$ cat src/rtl/fp_mantissa_align_if.sv
`default_nettype none
// ============================================================================
//  Module      : fp_mantissa_align_if
//  Description : Input-vector / output-beat handshake bundle for
//                fp_mantissa_align. The slave modport is the aligner itself;
//                the master modport is the upstream compare stage together
//                with the downstream macro.
//  Revision    : 1.0 - initial release
// ============================================================================
interface fp_mantissa_align_if #(
  parameter int MACRO_DATA_WIDTH = 128,
  parameter int LANES            = 16,
  parameter int EXP_WIDTH        = 4,
  parameter int FP_WIDTH         = 8,
  parameter int OUT_WIDTH        = 8,
  parameter int BEAT_W           = 3
);
  // Upstream side: one full FP vector per transfer
  logic                                  in_valid;
  logic                                  in_ready;
  logic [FP_WIDTH*MACRO_DATA_WIDTH-1:0]  fp_data_in;
  logic [EXP_WIDTH*MACRO_DATA_WIDTH-1:0] shift_data_in;
  logic [EXP_WIDTH-1:0]                  exp_max_in;

  // Downstream side: LANES aligned lanes per beat
  logic                                  out_valid;
  logic                                  out_ready;
  logic [OUT_WIDTH*LANES-1:0]            align_data_out;
  logic [EXP_WIDTH-1:0]                  exp_max_out;
  logic [BEAT_W-1:0]                     beat_idx_out;
  logic                                  out_last;

  modport slave (
    input  in_valid, fp_data_in, shift_data_in, exp_max_in, out_ready,
    output in_ready, out_valid, align_data_out, exp_max_out, beat_idx_out, out_last
  );

  modport master (
    output in_valid, fp_data_in, shift_data_in, exp_max_in, out_ready,
    input  in_ready, out_valid, align_data_out, exp_max_out, beat_idx_out, out_last
  );
endinterface
`default_nettype wire

$ cat src/rtl/fp_mantissa_align.sv
`default_nettype none
// ============================================================================
//  Module      : fp_mantissa_align
//  Description : Captures one FP vector with its per-lane shift amounts and
//                block exponent, restores hidden bits, right-aligns every
//                mantissa to the shared exponent, converts to two's complement
//                and streams the result out in LANES-wide beats.
//  Options     : FP_ALIGN_ROUND_EN - round half-up on the aligned magnitude
//                (saturating); when undefined the magnitude is truncated.
//  Revision    : 1.0 - initial release
// ============================================================================
module fp_mantissa_align #(
  parameter int MACRO_DATA_WIDTH = 128,
  parameter int LANES            = 16,
  parameter int EXP_WIDTH        = 4,
  parameter int MANTISSA_WIDTH   = 3,
  parameter int SIGN_WIDTH       = 1,
  parameter int FP_WIDTH         = 8,
  parameter int GUARD_BITS       = 3
) (
  input  logic                 clk,
  input  logic                 rst,
  fp_mantissa_align_if.slave   bus
);

  localparam int MAG_WIDTH    = MANTISSA_WIDTH + 1 + GUARD_BITS;
  localparam int OUT_WIDTH    = MAG_WIDTH + 1;
  localparam int NUM_BEATS    = MACRO_DATA_WIDTH / LANES;
  localparam int BEAT_W       = (NUM_BEATS > 1) ? $clog2(NUM_BEATS) : 1;
  localparam int BEAT_FP_BITS = LANES * FP_WIDTH;
  localparam int BEAT_SH_BITS = LANES * EXP_WIDTH;

  typedef enum logic [0:0] {
    IDLE = 1'b0,
    BUSY = 1'b1
  } state_t;

  state_t                  state_q, state_d;
  logic [BEAT_W-1:0]       beat_q, beat_d;
  // Captured vector stored beat-sliced so the beat counter selects a slice directly
  logic [BEAT_FP_BITS-1:0] fp_q    [NUM_BEATS];
  logic [BEAT_FP_BITS-1:0] fp_d    [NUM_BEATS];
  logic [BEAT_SH_BITS-1:0] shift_q [NUM_BEATS];
  logic [BEAT_SH_BITS-1:0] shift_d [NUM_BEATS];
  logic [EXP_WIDTH-1:0]    exp_max_q, exp_max_d;

  logic                        in_ready;
  logic                        out_valid;
  logic                        accept;
  logic                        beat_done;
  logic                        last_beat;
  logic [LANES*OUT_WIDTH-1:0]  align_beat;

  // Aligns one lane: hidden bit restore, guard extension, right shift, sign apply
  function automatic logic [OUT_WIDTH-1:0] align_lane(
    input logic [FP_WIDTH-1:0]  lane,
    input logic [EXP_WIDTH-1:0] sh
  );
    logic [SIGN_WIDTH-1:0]     sgn;
    logic [EXP_WIDTH-1:0]      ex;
    logic [MANTISSA_WIDTH-1:0] mant;
    logic [MAG_WIDTH-1:0]      mag0;
    logic [MAG_WIDTH-1:0]      mag;
    logic [OUT_WIDTH-1:0]      ext;
`ifdef FP_ALIGN_ROUND_EN
    logic [MAG_WIDTH-1:0]      part;
    logic [MAG_WIDTH:0]        sum;
`endif
    {sgn, ex, mant} = lane;
    // Exponent zero is a denormal: no implicit leading one
    mag0 = {(|ex), mant, {GUARD_BITS{1'b0}}};
`ifdef FP_ALIGN_ROUND_EN
    part = '0;
    sum  = '0;
    if (int'(sh) > MAG_WIDTH) begin
      mag = '0;
    end else if (sh == '0) begin
      mag = mag0;
    end else begin
      // Shift one place short so the first discarded bit lands in part[0]
      part = mag0 >> (sh - 1'b1);
      sum  = {1'b0, part >> 1} + {{MAG_WIDTH{1'b0}}, part[0]};
      mag  = sum[MAG_WIDTH] ? {MAG_WIDTH{1'b1}} : sum[MAG_WIDTH-1:0];
    end
`else
    mag = (int'(sh) >= MAG_WIDTH) ? '0 : (mag0 >> sh);
`endif
    ext = {1'b0, mag};
    // Negating a zero magnitude yields zero, so no negative-zero code escapes
    return sgn[SIGN_WIDTH-1] ? (-ext) : ext;
  endfunction

  // Reset forces both handshake outputs low during the reset cycle itself
  assign in_ready  = (state_q == IDLE) && !rst;
  assign out_valid = (state_q == BUSY) && !rst;
  assign accept    = bus.in_valid && in_ready;
  assign beat_done = out_valid && bus.out_ready;
  assign last_beat = (beat_q == BEAT_W'(NUM_BEATS - 1));

  // Next-state: capture on acceptance, advance beat on each output handshake
  always_comb begin
    state_d   = state_q;
    beat_d    = beat_q;
    fp_d      = fp_q;
    shift_d   = shift_q;
    exp_max_d = exp_max_q;
    case (state_q)
      IDLE: begin
        if (accept) begin
          for (int b = 0; b < NUM_BEATS; b++) begin
            fp_d[b]    = bus.fp_data_in[b*BEAT_FP_BITS +: BEAT_FP_BITS];
            shift_d[b] = bus.shift_data_in[b*BEAT_SH_BITS +: BEAT_SH_BITS];
          end
          exp_max_d = bus.exp_max_in;
          beat_d    = '0;
          state_d   = BUSY;
        end
      end
      BUSY: begin
        if (beat_done) begin
          if (last_beat) begin
            beat_d  = '0;
            state_d = IDLE;
          end else begin
            beat_d = beat_q + 1'b1;
          end
        end
      end
      default: begin
        state_d = IDLE;
      end
    endcase
  end

  // State, beat counter and capture registers
  always_ff @(posedge clk) begin
    if (rst) begin
      state_q   <= IDLE;
      beat_q    <= '0;
      fp_q      <= '{default: '0};
      shift_q   <= '{default: '0};
      exp_max_q <= '0;
    end else begin
      state_q   <= state_d;
      beat_q    <= beat_d;
      fp_q      <= fp_d;
      shift_q   <= shift_d;
      exp_max_q <= exp_max_d;
    end
  end

  // Per-lane alignment of the beat currently selected by the beat counter
  always_comb begin
    align_beat = '0;
    for (int l = 0; l < LANES; l++) begin
      align_beat[l*OUT_WIDTH +: OUT_WIDTH] =
        align_lane(fp_q[beat_q][l*FP_WIDTH +: FP_WIDTH],
                   shift_q[beat_q][l*EXP_WIDTH +: EXP_WIDTH]);
    end
  end

  assign bus.in_ready       = in_ready;
  assign bus.out_valid      = out_valid;
  assign bus.align_data_out = out_valid ? align_beat : '0;
  assign bus.exp_max_out    = exp_max_q;
  assign bus.beat_idx_out   = out_valid ? beat_q : '0;
  assign bus.out_last       = out_valid && last_beat;

endmodule
`default_nettype wire

$ cat src/flat_wrapper.sv
// flat-port wrapper written by rule: the top's interface ports become plain ports
module fp_mantissa_align_flat 
#(
  parameter int MACRO_DATA_WIDTH = 128,
  parameter int LANES            = 16,
  parameter int EXP_WIDTH        = 4,
  parameter int MANTISSA_WIDTH   = 3,
  parameter int SIGN_WIDTH       = 1,
  parameter int FP_WIDTH         = 8,
  parameter int GUARD_BITS       = 3
)
  (clk, rst, bus_in_valid, bus_fp_data_in, bus_shift_data_in, bus_exp_max_in, bus_out_ready, bus_in_ready, bus_out_valid, bus_align_data_out, bus_exp_max_out, bus_beat_idx_out, bus_out_last);
  fp_mantissa_align_if #(.MACRO_DATA_WIDTH(MACRO_DATA_WIDTH), .LANES(LANES), .EXP_WIDTH(EXP_WIDTH), .FP_WIDTH(FP_WIDTH), .OUT_WIDTH(8), .BEAT_W(3)) bus_i ();
  input  logic clk;
  input  logic rst;
  input wire logic [$bits(bus_i.in_valid)-1:0] bus_in_valid;
  input wire logic [$bits(bus_i.fp_data_in)-1:0] bus_fp_data_in;
  input wire logic [$bits(bus_i.shift_data_in)-1:0] bus_shift_data_in;
  input wire logic [$bits(bus_i.exp_max_in)-1:0] bus_exp_max_in;
  input wire logic [$bits(bus_i.out_ready)-1:0] bus_out_ready;
  output wire logic [$bits(bus_i.in_ready)-1:0] bus_in_ready;
  output wire logic [$bits(bus_i.out_valid)-1:0] bus_out_valid;
  output wire logic [$bits(bus_i.align_data_out)-1:0] bus_align_data_out;
  output wire logic [$bits(bus_i.exp_max_out)-1:0] bus_exp_max_out;
  output wire logic [$bits(bus_i.beat_idx_out)-1:0] bus_beat_idx_out;
  output wire logic [$bits(bus_i.out_last)-1:0] bus_out_last;
  assign bus_i.in_valid = bus_in_valid;
  assign bus_i.fp_data_in = bus_fp_data_in;
  assign bus_i.shift_data_in = bus_shift_data_in;
  assign bus_i.exp_max_in = bus_exp_max_in;
  assign bus_i.out_ready = bus_out_ready;
  assign bus_in_ready = bus_i.in_ready;
  assign bus_out_valid = bus_i.out_valid;
  assign bus_align_data_out = bus_i.align_data_out;
  assign bus_exp_max_out = bus_i.exp_max_out;
  assign bus_beat_idx_out = bus_i.beat_idx_out;
  assign bus_out_last = bus_i.out_last;
  fp_mantissa_align #(.MACRO_DATA_WIDTH(MACRO_DATA_WIDTH), .LANES(LANES), .EXP_WIDTH(EXP_WIDTH), .MANTISSA_WIDTH(MANTISSA_WIDTH), .SIGN_WIDTH(SIGN_WIDTH), .FP_WIDTH(FP_WIDTH), .GUARD_BITS(GUARD_BITS)) u_core (.clk(clk), .rst(rst), .bus(bus_i));
endmodule
$ cat config.mk
export PLATFORM = sky130hd
export DESIGN_NAME = fp_mantissa_align_flat
export DESIGN_NICKNAME = d
export VERILOG_FILES = /design/src/rtl/fp_mantissa_align_if.sv /design/src/rtl/fp_mantissa_align.sv /design/src/flat_wrapper.sv
export SDC_FILE = /design/constraint.sdc
export NUM_CORES = 2
export LEC_CHECK = 0
export ABC_CLOCK_PERIOD_IN_PS = 3900
export CORE_AREA = 3 3 648 650
export DETAILED_ROUTE_END_ITERATION = 12
export DIE_AREA = 0 0 651 653
export PLACE_DENSITY_LB_ADDON = 0.1
export SETUP_SLACK_MARGIN = 0.15
export SYNTH_ARGS = -nofsm -noshare
export SYNTH_HDL_FRONTEND = slang
export SYNTH_SLANG_ARGS = --single-unit
$ cat constraint.sdc
create_clock -name clk -period 3.9 [get_ports clk]
set_input_delay 0.585 -clock clk [delete_from_list [all_inputs] [get_ports clk]]
set_output_delay 0.585 -clock clk [all_outputs]
set_load 0.02 [all_outputs]
==> results.txt <==
Slowest stage delay, CP -> 580 ps
CTS buffer count -> 200
Longest Clk Path Bufs -> 4
Placed standard-cell area -> 102000 sq um
Clock sinks -> 1544
H-tree Lvls -> 4
Post-Syn Area -> 72900 sq um
Crit end category -> output pin
Number of synthesized flops with an enable pin -> 0
Clock-pin slew on the worst setup and hold paths -> 60 ps
Worst hold endpoint -> u_core.fp_q[1022]
Yosys warnings -> 0
Fill cells -> 43.9k
Max cap viols -> 0
Number of global-route vias before repair -> 75.6k
Placed cells -> 16.1k
Chip height -> 653 um
Hold Path Class -> input port to flop
WL final -> 469000 um
Netlist cell types -> 112
I/O Buffers -> 1681
DP Worst Slack -> -1020 ps
Least-Margin Pin Slew -> 1830 ps
R2R depth -> 7
Core Area -> 414000 sq um
Max Fanout on Critical Path -> 8
Failing checks -> max-slew violations, negative setup slack
Crit Path Category -> flop to output pin
DP Wirelength -> 373000 um
Multi-input gate area -> 43600 sq um
Worst hold start -> bus_fp_data_in[126]
Arrival @ worst endpoint -> 4410 ps
FF-to-FF Start -> u_core.state_q
Met1 usage -> 23.3%
Met3 GRT Util -> 3.74%
Max Freq -> 200 MHz
Final ANT Viol Nets -> 0
Yosys top cell area share -> 42.4%
Die W -> 651 um
GRT Util Overall -> 21.0%
DR iter-0 viols -> 4381
Power Density -> 406 nW/um^2
R2r endpoint -> u_core.fp_q[660]
Post-route insts no fill -> 16.9k
Met2 track demand over resource -> 40.1%
DRC viols -> 0
Initial core utilization -> 17.6%
Avg Inst Size Synth -> 8.37 sq um
Drt pass-1 iters -> 6
Slew headroom -> -22.2%
Unrepaired setup endpoints after global routing -> yes
Hold path cells -> 3
Vias per Instance -> 4.33
Cell area after layout -> 118000 sq um
Setup WS post-layout -> -1100 ps
Remaining Overflow, GRT -> 0
CTS tree -> yes
Cell row count -> 236
Worst Skew -> 34.0 ps
Cell count after synthesis -> 8711
Main area contributors after synthesis -> dfxtp_1, nand2b_1, o21ai_0, nand2_1, mux4_2
Seq/Total Area, Yosys -> 42.4%
FF+latch area -> 30900 sq um
Power Total -> 48.1 mW
Startpoint Class -> flop
Die Footprint -> 425000 sq um
Ys async rst share -> 0%
Post-Syn Nets -> 10.3k
Clk_lat worst skew -> 860 ps
Final hold vios -> 0
Outcome -> finished, violations left
Final nets -> 12.7k
Final setup violation count -> 128
Share of cells above drive strength 1 -> 23.5%
Min Tclk post-route -> 5000 ps
Max-slew violations -> 172
Synthesized flop and latch total -> 1544
Routed wire length per instance -> 27.8 um
Root Buffer Master -> clkbuf_16
I/O Pins -> 1682
Initial antenna violation count -> 244
Worst-path cell chain -> buf_12 -> buf_16 -> buf_12 -> mux4_2 -> mux2_4 -> mux2i_2 -> nand2b_4 -> o211ai_1 -> buf_4 -> inv_4 -> ha_4 -> nand3b_1 -> o31ai_2 -> mux2i_1 -> buf_4
First-pass GRT wire length -> 629000 um
Peak supply drop -> 0.000340 V
Leakage power figure -> 41.9 nW
Required time of the critical path -> 3310 ps
Core Util, Final -> 28.6%
Most Crowded Layer GR -> met2
R2R setup slack -> 1520 ps
Vias -> 73.0k
Area Growth Syn to Fin -> 62.3%
GPL Wtd Cong -> 0.863
Critical path's slowest cell -> mux4_2
Post-synth top flop -> dfxtp_1
Pin count of the biggest net entering global routing -> 265
Period utilization -> 128%
Area leader, netlist -> dfxtp_1
[registers in the layout, indices dropped and copies added (netlist names)]
signal and flops:
u_core.state_q 1, u_core.fp_q 1024, u_core.bus.exp_max_out 4, u_core.beat_q 3, u_core.shift_q 512
[area by class of cell]
cell class              count  area share (%)
multi-input cells        6451            36.9
flip-flops and latches   1544            26.1
repair buffers           2897            25.4
well taps                5474            5.78
clock buffers             295            4.96
clock inverters            62           0.557
inverters                  63           0.222
diodes                     66           0.139
[critical path, delay by kind of cell, from the launching register on]
family / cells / cell delay [ps]
adder cells (fa/ha/maj): 1 / 140
multiplexers: 4 / 1350
flip-flops: 1 / 390
AO/OA/AOI/OAI: 2 / 370
buffers and inverters: 6 / 930
AND/OR/NAND/NOR: 2 / 280
[cells by family after synthesis]
kind of cell	after synthesis	share of synthesized area [%]
AND/OR/NAND/NOR	3921	26.9
AO/OA/AOI/OAI	1987	15.3
flip-flops	1544	42.4
buffers and inverters	716	4.37
multiplexers	479	10.2
XOR/XNOR	46	0.552
adder cells (fa/ha/maj)	18	0.309
[power breakdown]
group / switching [mW] / internal, mW / leakage, nW
sequential: 0.905 / 17.1 / 12.7
clock: 7.89 / 11.0 / 3.23
combinational: 5.62 / 5.62 / 26.0
total: 14.4 / 33.7 / 41.9
[routing by layer]
metal / vias up / share of wire (%)
met5: - / 0.11
met4: 76 / 3.5
met3: 725 / 4.6
met1: 35592 / 38
met2: 1917 / 53
li1: 34650 / -
[synth_stat cells (31+ instances only)]
master,number
mux4_2,189
a21oi_1,68
a22oi_1,51
nor4_1,106
buf_6,31
buf_2,35
nand3_1,82
xor2_1,38
mux2i_1,175
dfxtp_1,1544
inv_1,59
o22ai_1,39
nand2b_1,1565
nor2_1,241
mux2_2,96
clkbuf_1,540
o21ai_0,1562
nor3_1,58
nand2_1,1720
[per-stage QoR]
| stage | hold WS [ps] | setup TNS, ps |
|---|---|---|
| 6_report | 255 | -107430 |
| 5_1_grt | 190 | -133020 |
| 4_1_cts | 121 | -127400 |
| 3_5_place_dp | 461 | -47180 |
| 3_3_place_gp | 458 | -46020 |
| 2_1_floorplan | 444 | 0 |
[cells in the final DEF (no fill, tap or decap), types with 56 or more instances in the layout]
master and count:
nor2_2 59, diode_2 66, clkdlybuf4s50_1 1550, nor4_1 86, nand2_1 1680, mux2i_1 110
mux4_2 190, buf_6 259, nor2_1 135, mux2_2 56, clkbuf_16 204, nand2b_1 1558
buf_4 821, o21ai_0 1550, dfxtp_1 1541, buf_12 199
[worst max-delay path by stage]
stage                           from                      to  slack [ps]  depth (start not counted)
global route        u_core.beat_q[1]  bus_align_data_out[14]       -1300                         17
detailed placement  u_core.beat_q[0]  bus_align_data_out[76]       -1020                         16
floorplan           u_core.beat_q[1]  bus_align_data_out[60]         160                         14
finish              u_core.beat_q[0]  bus_align_data_out[46]       -1100                         15
global placement    u_core.beat_q[0]  bus_align_data_out[76]       -1060                         16
CTS                 u_core.beat_q[0]  bus_align_data_out[76]       -1200                         17
[repair_timing]
| item | 4_1_cts | 5_1_grt |
|---|---|---|
| pin swaps | 229 | 229 |
| hold buffers | 0 | 0 |
| endpoints found under the setup margin | 132 | 132 |
| resized for setup | 1046 | 461 |
| setup buffers | 200 | 101 |
| gates cloned | 16 | 1 |
Note: power is estimated with default switching activity, not from simulation.
